<file path="config.mk">
export PLATFORM = sky130hd
export DESIGN_NAME = cheri_err_monitor
export DESIGN_NICKNAME = d
export VERILOG_FILES = /design/src/rtl/sonata_pkg.sv /design/src/rtl/cheri_err_chan.sv /design/src/rtl/cheri_err_monitor.sv
export SDC_FILE = /design/constraint.sdc
export NUM_CORES = 1
export LEC_CHECK = 0
export ABC_AREA = 1
export CORE_MARGIN = 2
export CORE_UTILIZATION = 40
export CTS_CLUSTER_DIAMETER = 50
export DETAILED_ROUTE_END_ITERATION = 7
export PLACE_DENSITY = 0.6
export SYNTH_ARGS = -nofsm -noshare
export SYNTH_HDL_FRONTEND = slang
export SYNTH_SLANG_ARGS = --single-unit
</file>
<file path="constraint.sdc">
create_clock -name clk_i -period 1.8 [get_ports clk_i]
set_input_delay 0.18 -clock clk_i [delete_from_list [all_inputs] [get_ports clk_i]]
set_output_delay 0.18 -clock clk_i [all_outputs]
set_load 0.1 [all_outputs]
</file>
<file path="src/rtl/sonata_pkg.sv">
// rtl/sonata_pkg.sv - CHERI error channel ordering and report FSM states
package sonata_pkg;

  localparam int CheriErrWidth = 9;

  typedef enum logic [3:0] {
    Bounds              = 4'd0,
    Tag                 = 4'd1,
    Seal                = 4'd2,
    PermitExecute       = 4'd3,
    PermitLoad          = 4'd4,
    PermitStore         = 4'd5,
    PermitStoreCap      = 4'd6,
    PermitStoreLocalCap = 4'd7,
    PermitAccSysRegs    = 4'd8
  } cheri_err_e;

  typedef enum logic {
    RptIdle    = 1'b0,
    RptPresent = 1'b1
  } rpt_state_e;

endpackage

</file>
<file path="src/rtl/cheri_err_chan.sv">
// rtl/cheri_err_chan.sv - one error channel: edge detect, sticky, saturating count, first-rise stamp
module cheri_err_chan #(
  parameter int CntWidth = 16,
  parameter int TsWidth  = 32
) (
  input  logic                clk_i,
  input  logic                rst_i,
  input  logic                err_i,
  input  logic                clear_i,
  input  logic [TsWidth-1:0]  ts_i,
  input  logic                pop_i,
  output logic                sticky_o,
  output logic [CntWidth-1:0] count_o,
  output logic [TsWidth-1:0]  ts_o,
  output logic                pending_o
);

  logic                err_q;
  logic                sticky_q, sticky_d;
  logic [CntWidth-1:0] count_q, count_d;
  logic [TsWidth-1:0]  ts_q, ts_d;
  logic                pending_q, pending_d;
  logic                rise;
  logic                first;

  assign rise  = err_i & ~err_q;
  // A clear in the same cycle makes this rise the first one again.
  assign first = rise & (~sticky_q | clear_i);

  always_comb begin
    sticky_d  = sticky_q;
    count_d   = count_q;
    ts_d      = ts_q;
    pending_d = pending_q;
    if (pop_i) pending_d = 1'b0;
    if (clear_i) begin
      sticky_d  = 1'b0;
      count_d   = '0;
      pending_d = 1'b0;
    end
    if (rise) begin
      sticky_d = 1'b1;
      if (clear_i)         count_d = CntWidth'(1);
      else if (~&count_q)  count_d = count_q + CntWidth'(1);
    end
    if (first) begin
      ts_d      = ts_i;
      pending_d = 1'b1;
    end
  end

  always_ff @(posedge clk_i) begin
    if (rst_i) begin
      err_q     <= 1'b0;
      sticky_q  <= 1'b0;
      count_q   <= '0;
      ts_q      <= '0;
      pending_q <= 1'b0;
    end else begin
      err_q     <= err_i;
      sticky_q  <= sticky_d;
      count_q   <= count_d;
      ts_q      <= ts_d;
      pending_q <= pending_d;
    end
  end

  assign sticky_o  = sticky_q;
  assign count_o   = count_q;
  assign ts_o      = ts_q;
  assign pending_o = pending_q;

endmodule

</file>
<file path="src/rtl/cheri_err_monitor.sv">
// rtl/cheri_err_monitor.sv - CHERI error monitor: per-channel trackers, timestamp, report stream
module cheri_err_monitor
  import sonata_pkg::*;
#(
  parameter int  ErrWidth = CheriErrWidth,
  parameter int  CntWidth = 16,
  parameter int  TsWidth  = 32,
  localparam int IdxWidth = (ErrWidth > 1) ? $clog2(ErrWidth) : 1
) (
  input  logic                         clk_i,
  input  logic                         rst_i,
  input  logic [ErrWidth-1:0]          err_i,
  input  logic [ErrWidth-1:0]          clear_i,
  output logic [ErrWidth-1:0]          sticky_o,
  output logic                         any_err_o,
  output logic [ErrWidth*CntWidth-1:0] count_o,
  output logic                         report_valid_o,
  input  logic                         report_ready_i,
  output logic [IdxWidth-1:0]          report_idx_o,
  output logic [TsWidth-1:0]           report_time_o
);

  logic [TsWidth-1:0]  ts_q;
  logic [TsWidth-1:0]  chan_ts [ErrWidth];
  logic [ErrWidth-1:0] pending;
  logic [ErrWidth-1:0] pop;
  logic [IdxWidth-1:0] sel_idx;
  logic [TsWidth-1:0]  sel_ts;

  rpt_state_e          state_q, state_d;
  logic [IdxWidth-1:0] idx_q, idx_d;
  logic [TsWidth-1:0]  time_q, time_d;

  always_ff @(posedge clk_i) begin
    if (rst_i) ts_q <= '0;
    else       ts_q <= ts_q + TsWidth'(1);
  end

  for (genvar e = 0; e < ErrWidth; e++) begin : g_chan
    cheri_err_chan #(
      .CntWidth(CntWidth),
      .TsWidth (TsWidth)
    ) u_chan (
      .clk_i    (clk_i),
      .rst_i    (rst_i),
      .err_i    (err_i[e]),
      .clear_i  (clear_i[e]),
      .ts_i     (ts_q),
      .pop_i    (pop[e]),
      .sticky_o (sticky_o[e]),
      .count_o  (count_o[e*CntWidth +: CntWidth]),
      .ts_o     (chan_ts[e]),
      .pending_o(pending[e])
    );
  end

  assign any_err_o = |sticky_o;

  // Scan downwards so the lowest pending index is the one left selected.
  always_comb begin
    sel_idx = '0;
    sel_ts  = '0;
    for (int i = ErrWidth - 1; i >= 0; i--) begin
      if (pending[i]) begin
        sel_idx = IdxWidth'(i);
        sel_ts  = chan_ts[i];
      end
    end
  end

  always_comb begin
    state_d        = state_q;
    idx_d          = idx_q;
    time_d         = time_q;
    pop            = '0;
    report_valid_o = 1'b0;
    case (state_q)
      RptIdle: begin
        if (|pending) begin
          idx_d   = sel_idx;
          time_d  = sel_ts;
          state_d = RptPresent;
        end
      end
      RptPresent: begin
        report_valid_o = 1'b1;
        if (report_ready_i) begin
          pop     = ErrWidth'(1) << idx_q;
          state_d = RptIdle;
        end
      end
      default: state_d = RptIdle;
    endcase
  end

  always_ff @(posedge clk_i) begin
    if (rst_i) begin
      state_q <= RptIdle;
      idx_q   <= '0;
      time_q  <= '0;
    end else begin
      state_q <= state_d;
      idx_q   <= idx_d;
      time_q  <= time_d;
    end
  end

  assign report_idx_o  = idx_q;
  assign report_time_o = time_q;

endmodule
</file>
==> run summary <==
Status -> finished, final reports clean
Primary FF master, synth -> dfxtp_1
Largest area contributor in the netlist -> dfxtp_1
Max Buffers Root-to-Sink -> 3
Synth top area cells -> dfxtp_1, nand2_1, a21oi_1
Filler cell count -> 5977
Clk_lat worst skew -> 600 ps
WS Path Type -> reg2out
Most frequent cells in the layout -> nand2_1, a21oi_1, dfxtp_1
# IOs -> 212
Final GP Congestion -> 0.9005
Initial antenna violation count -> 0
Place WS -> -9.085 ps
CP arrival -> 1580 ps
Vias in the first global route -> 23020
Grt total ovfl -> 0
Setup TNS -> 0 ps
Final setup violation count -> 0
Die Ht -> 252.0 um
EDFF count, synth -> 0
Yosys reg bits -> 528
Row Count -> 90
Yosys warnings -> 0
Initial drt markers -> 1747
Reg2reg end -> report_time_o[14]
Non-Filler Cell Area, Final -> 31080 sq um
Final HPWL DP -> 53600 um
Final count of hold timing violations -> 0
Initial Util -> 0.4061
Clk root buf -> clkbuf_16
Power Dens Cells -> 1049 nW/um^2
Worst slew margin -> 0.3646
H-tree depth -> 3
Post-Syn Area -> 24600 sq um
Gr usage total -> 0.2387
Cells after Synth -> 3524
Setup slack, reg-to-reg -> 110 ps
Clk sink count -> 528
Layout cells sized above 1 -> 0.2052
Seq/Total Area, Yosys -> 0.4297
Port bufs -> 211
Critical path origin -> g_chan[1].u_chan.sticky_o
Clk slew on worst S/H paths -> 50 ps
CP Launch Type -> flop
DR DRC count -> 0
Fin. max-slew vios -> 0
Largest net degree at the start of global routing -> 64
CTS tree -> done
Area of the core -> 60580 sq um
DR WL/cell -> 16.63 um
Pre-antenna DRT Iters -> 5
Worst path required time -> 1620 ps
# Max-Cap Violations -> 0
Register-to-Register Path Depth -> 5
N_diodes -> 0
Commonest non-fill, non-tap cell in the layout -> nand2_1
Num CTS Buffers -> 73
Die W -> 252.0 um
Worst-Margin Slew -> 953.2 ps
Placement Cell Area -> 28380 sq um
Final WL -> 77110 um
Top cell type's share of synthesized area -> 0.4297
Unique cell type count in the Yosys netlist -> 50
Leakage -> 0.01220 uW
Worst flop-to-flop path startpoint -> g_chan[1].u_chan.pending_o
Final worst setup slack -> 38.41 ps
Critical path endpoint category -> output pin
Mapped Nets -> 3555
Vias -> 24570
Achievable Freq -> 567.7 MHz
Async set or reset register ratio after synthesis -> 0
RSZ-0062 raised after global routing -> yes
Peak VDD IR -> 695.0 uV
ANT nets after route -> 0
Via density -> 5.298
Fin crit share -> 0.9787
Clk_skew -> 14.27 ps
Area growth from synthesis to layout -> 26.35%
Worst hold path type -> in2reg
Crit path max fanout -> 3
Die ar. -> 63500 sq um
Post-Syn Area per Cell -> 6.981 sq um
Period minus WS final -> 1762 ps
First-pass GRT wire length -> 123800 um
Worst Setup EP -> any_err_o
Post-layout nets -> 3827
## metal layers
| layer | track usage | vias up | part of all wire |
|---|---|---|---|
| met5 | 0 | - | 0 |
| met4 | 0.07101 | 0 | 0.024 |
| met3 | 0.03611 | 124 | 0.053 |
| met2 | 0.3994 | 653 | 0.46 |
| met1 | 0.3177 | 11340 | 0.46 |
| li1 | - | 12450 | - |
## through the flow
stage | std cells | total power [uW] | hold slack (ps) | utilization
2_1_floorplan | 3524 | 16100 | 296.8 | -
3_3_place_gp | 4500 | 17660 | 440.8 | 0.4684
3_5_place_dp | 4500 | 17680 | 447.5 | 0.4684
4_1_cts | 4636 | 32890 | 75.75 | 0.5117
5_1_grt | 4637 | 33850 | 109.9 | 0.5131
6_report | 4637 | 32600 | 109.9 | 0.5131
## power breakdown
group	internal, uW	total [uW]	switching [uW]
clock network	9350	15100	5760
registers	12300	12800	416
logic	1360	4730	3370
total	23100	32600	9550
## timing repair
action / 4_1_cts / 5_1_grt
gates cloned: 0 / 0
endpoints found under the hold margin: 1 / 0
setup buffers: 1 / 1
endpoints found under the setup margin: 1 / 46
gates resized for setup: 8 / 22
hold buffers: 1 / 0
pin swaps: 0 / 6
## final cells by class
class                   instances  area (sq um)  area share
inverters                     284          1080     0.03474
clock inverters                43         529.3     0.01703
clock buffers                  91          2041     0.06566
flip-flops and latches        528         10820      0.3482
multi-input cells            2506         12130      0.3901
well taps                     782         978.4     0.03148
repair buffers                403          3505      0.1128
## state kept, by name (all words and copies together), names as in the netlist
| name | flops |
|---|---|
| state_q | 1 |
| g_chan.u_chan.err_q | 9 |
| ts_q | 32 |
| report_time_o | 32 |
| g_chan.u_chan.ts_o | 288 |
| report_idx_o | 4 |
| g_chan.u_chan.count_o | 144 |
| g_chan.u_chan.sticky_o | 9 |
| g_chan.u_chan.pending_o | 9 |
## worst min-delay path by stage
| stage | startpoint | end | slack (ps) | cells after the start |
|---|---|---|---|---|
| 2_1_floorplan | err_i[8] | g_chan[8].u_chan.err_q | 300 | 2 |
| 3_3_place_gp | g_chan[5].u_chan.ts_o[7] | g_chan[5].u_chan.ts_o[7] | 440 | 2 |
| 3_5_place_dp | g_chan[5].u_chan.ts_o[10] | g_chan[5].u_chan.ts_o[10] | 450 | 2 |
| 4_1_cts | err_i[7] | g_chan[7].u_chan.err_q | 80 | 3 |
| 5_1_grt | err_i[7] | g_chan[7].u_chan.err_q | 110 | 3 |
| 6_report | err_i[7] | g_chan[7].u_chan.err_q | 110 | 3 |
## cell families after synthesis
family / synth area share
buf+inv: 0.08143
fa+ha+maj: 0.005086
flops: 0.4297
simple gates: 0.2612
xor+xnor: 0.004272
compound gates: 0.2183
## synth_stat cells (3+ instances only)
master / count
clkinv_1: 10
nor3_1: 46
nor2_4: 8
a31oi_1: 13
a22o_1: 27
nand3b_1: 3
a211oi_1: 5
nor2_1: 350
o211ai_1: 34
o21ai_1: 66
buf_6: 6
xor2_1: 6
inv_1: 225
a21oi_1: 500
o21ai_0: 366
dfxtp_1: 528
nand4_1: 90
nand2_1: 682
buf_1: 6
inv_2: 45
or2_1: 3
clkbuf_1: 128
nor4_1: 7
ha_1: 10
nor4_2: 4
xnor2_1: 6
clkinv_2: 3
nand2_2: 13
nor3_2: 10
buf_2: 54
nor2_2: 16
nand3_2: 7
buf_4: 12
nand3_1: 213
## critical path, stage by stage, from the launching register on
cell,delay [ps]
dfxtp_4,380
nor4_4,310
nand3_4,110
buf_12,180
(Power assumes the default switching activity.)
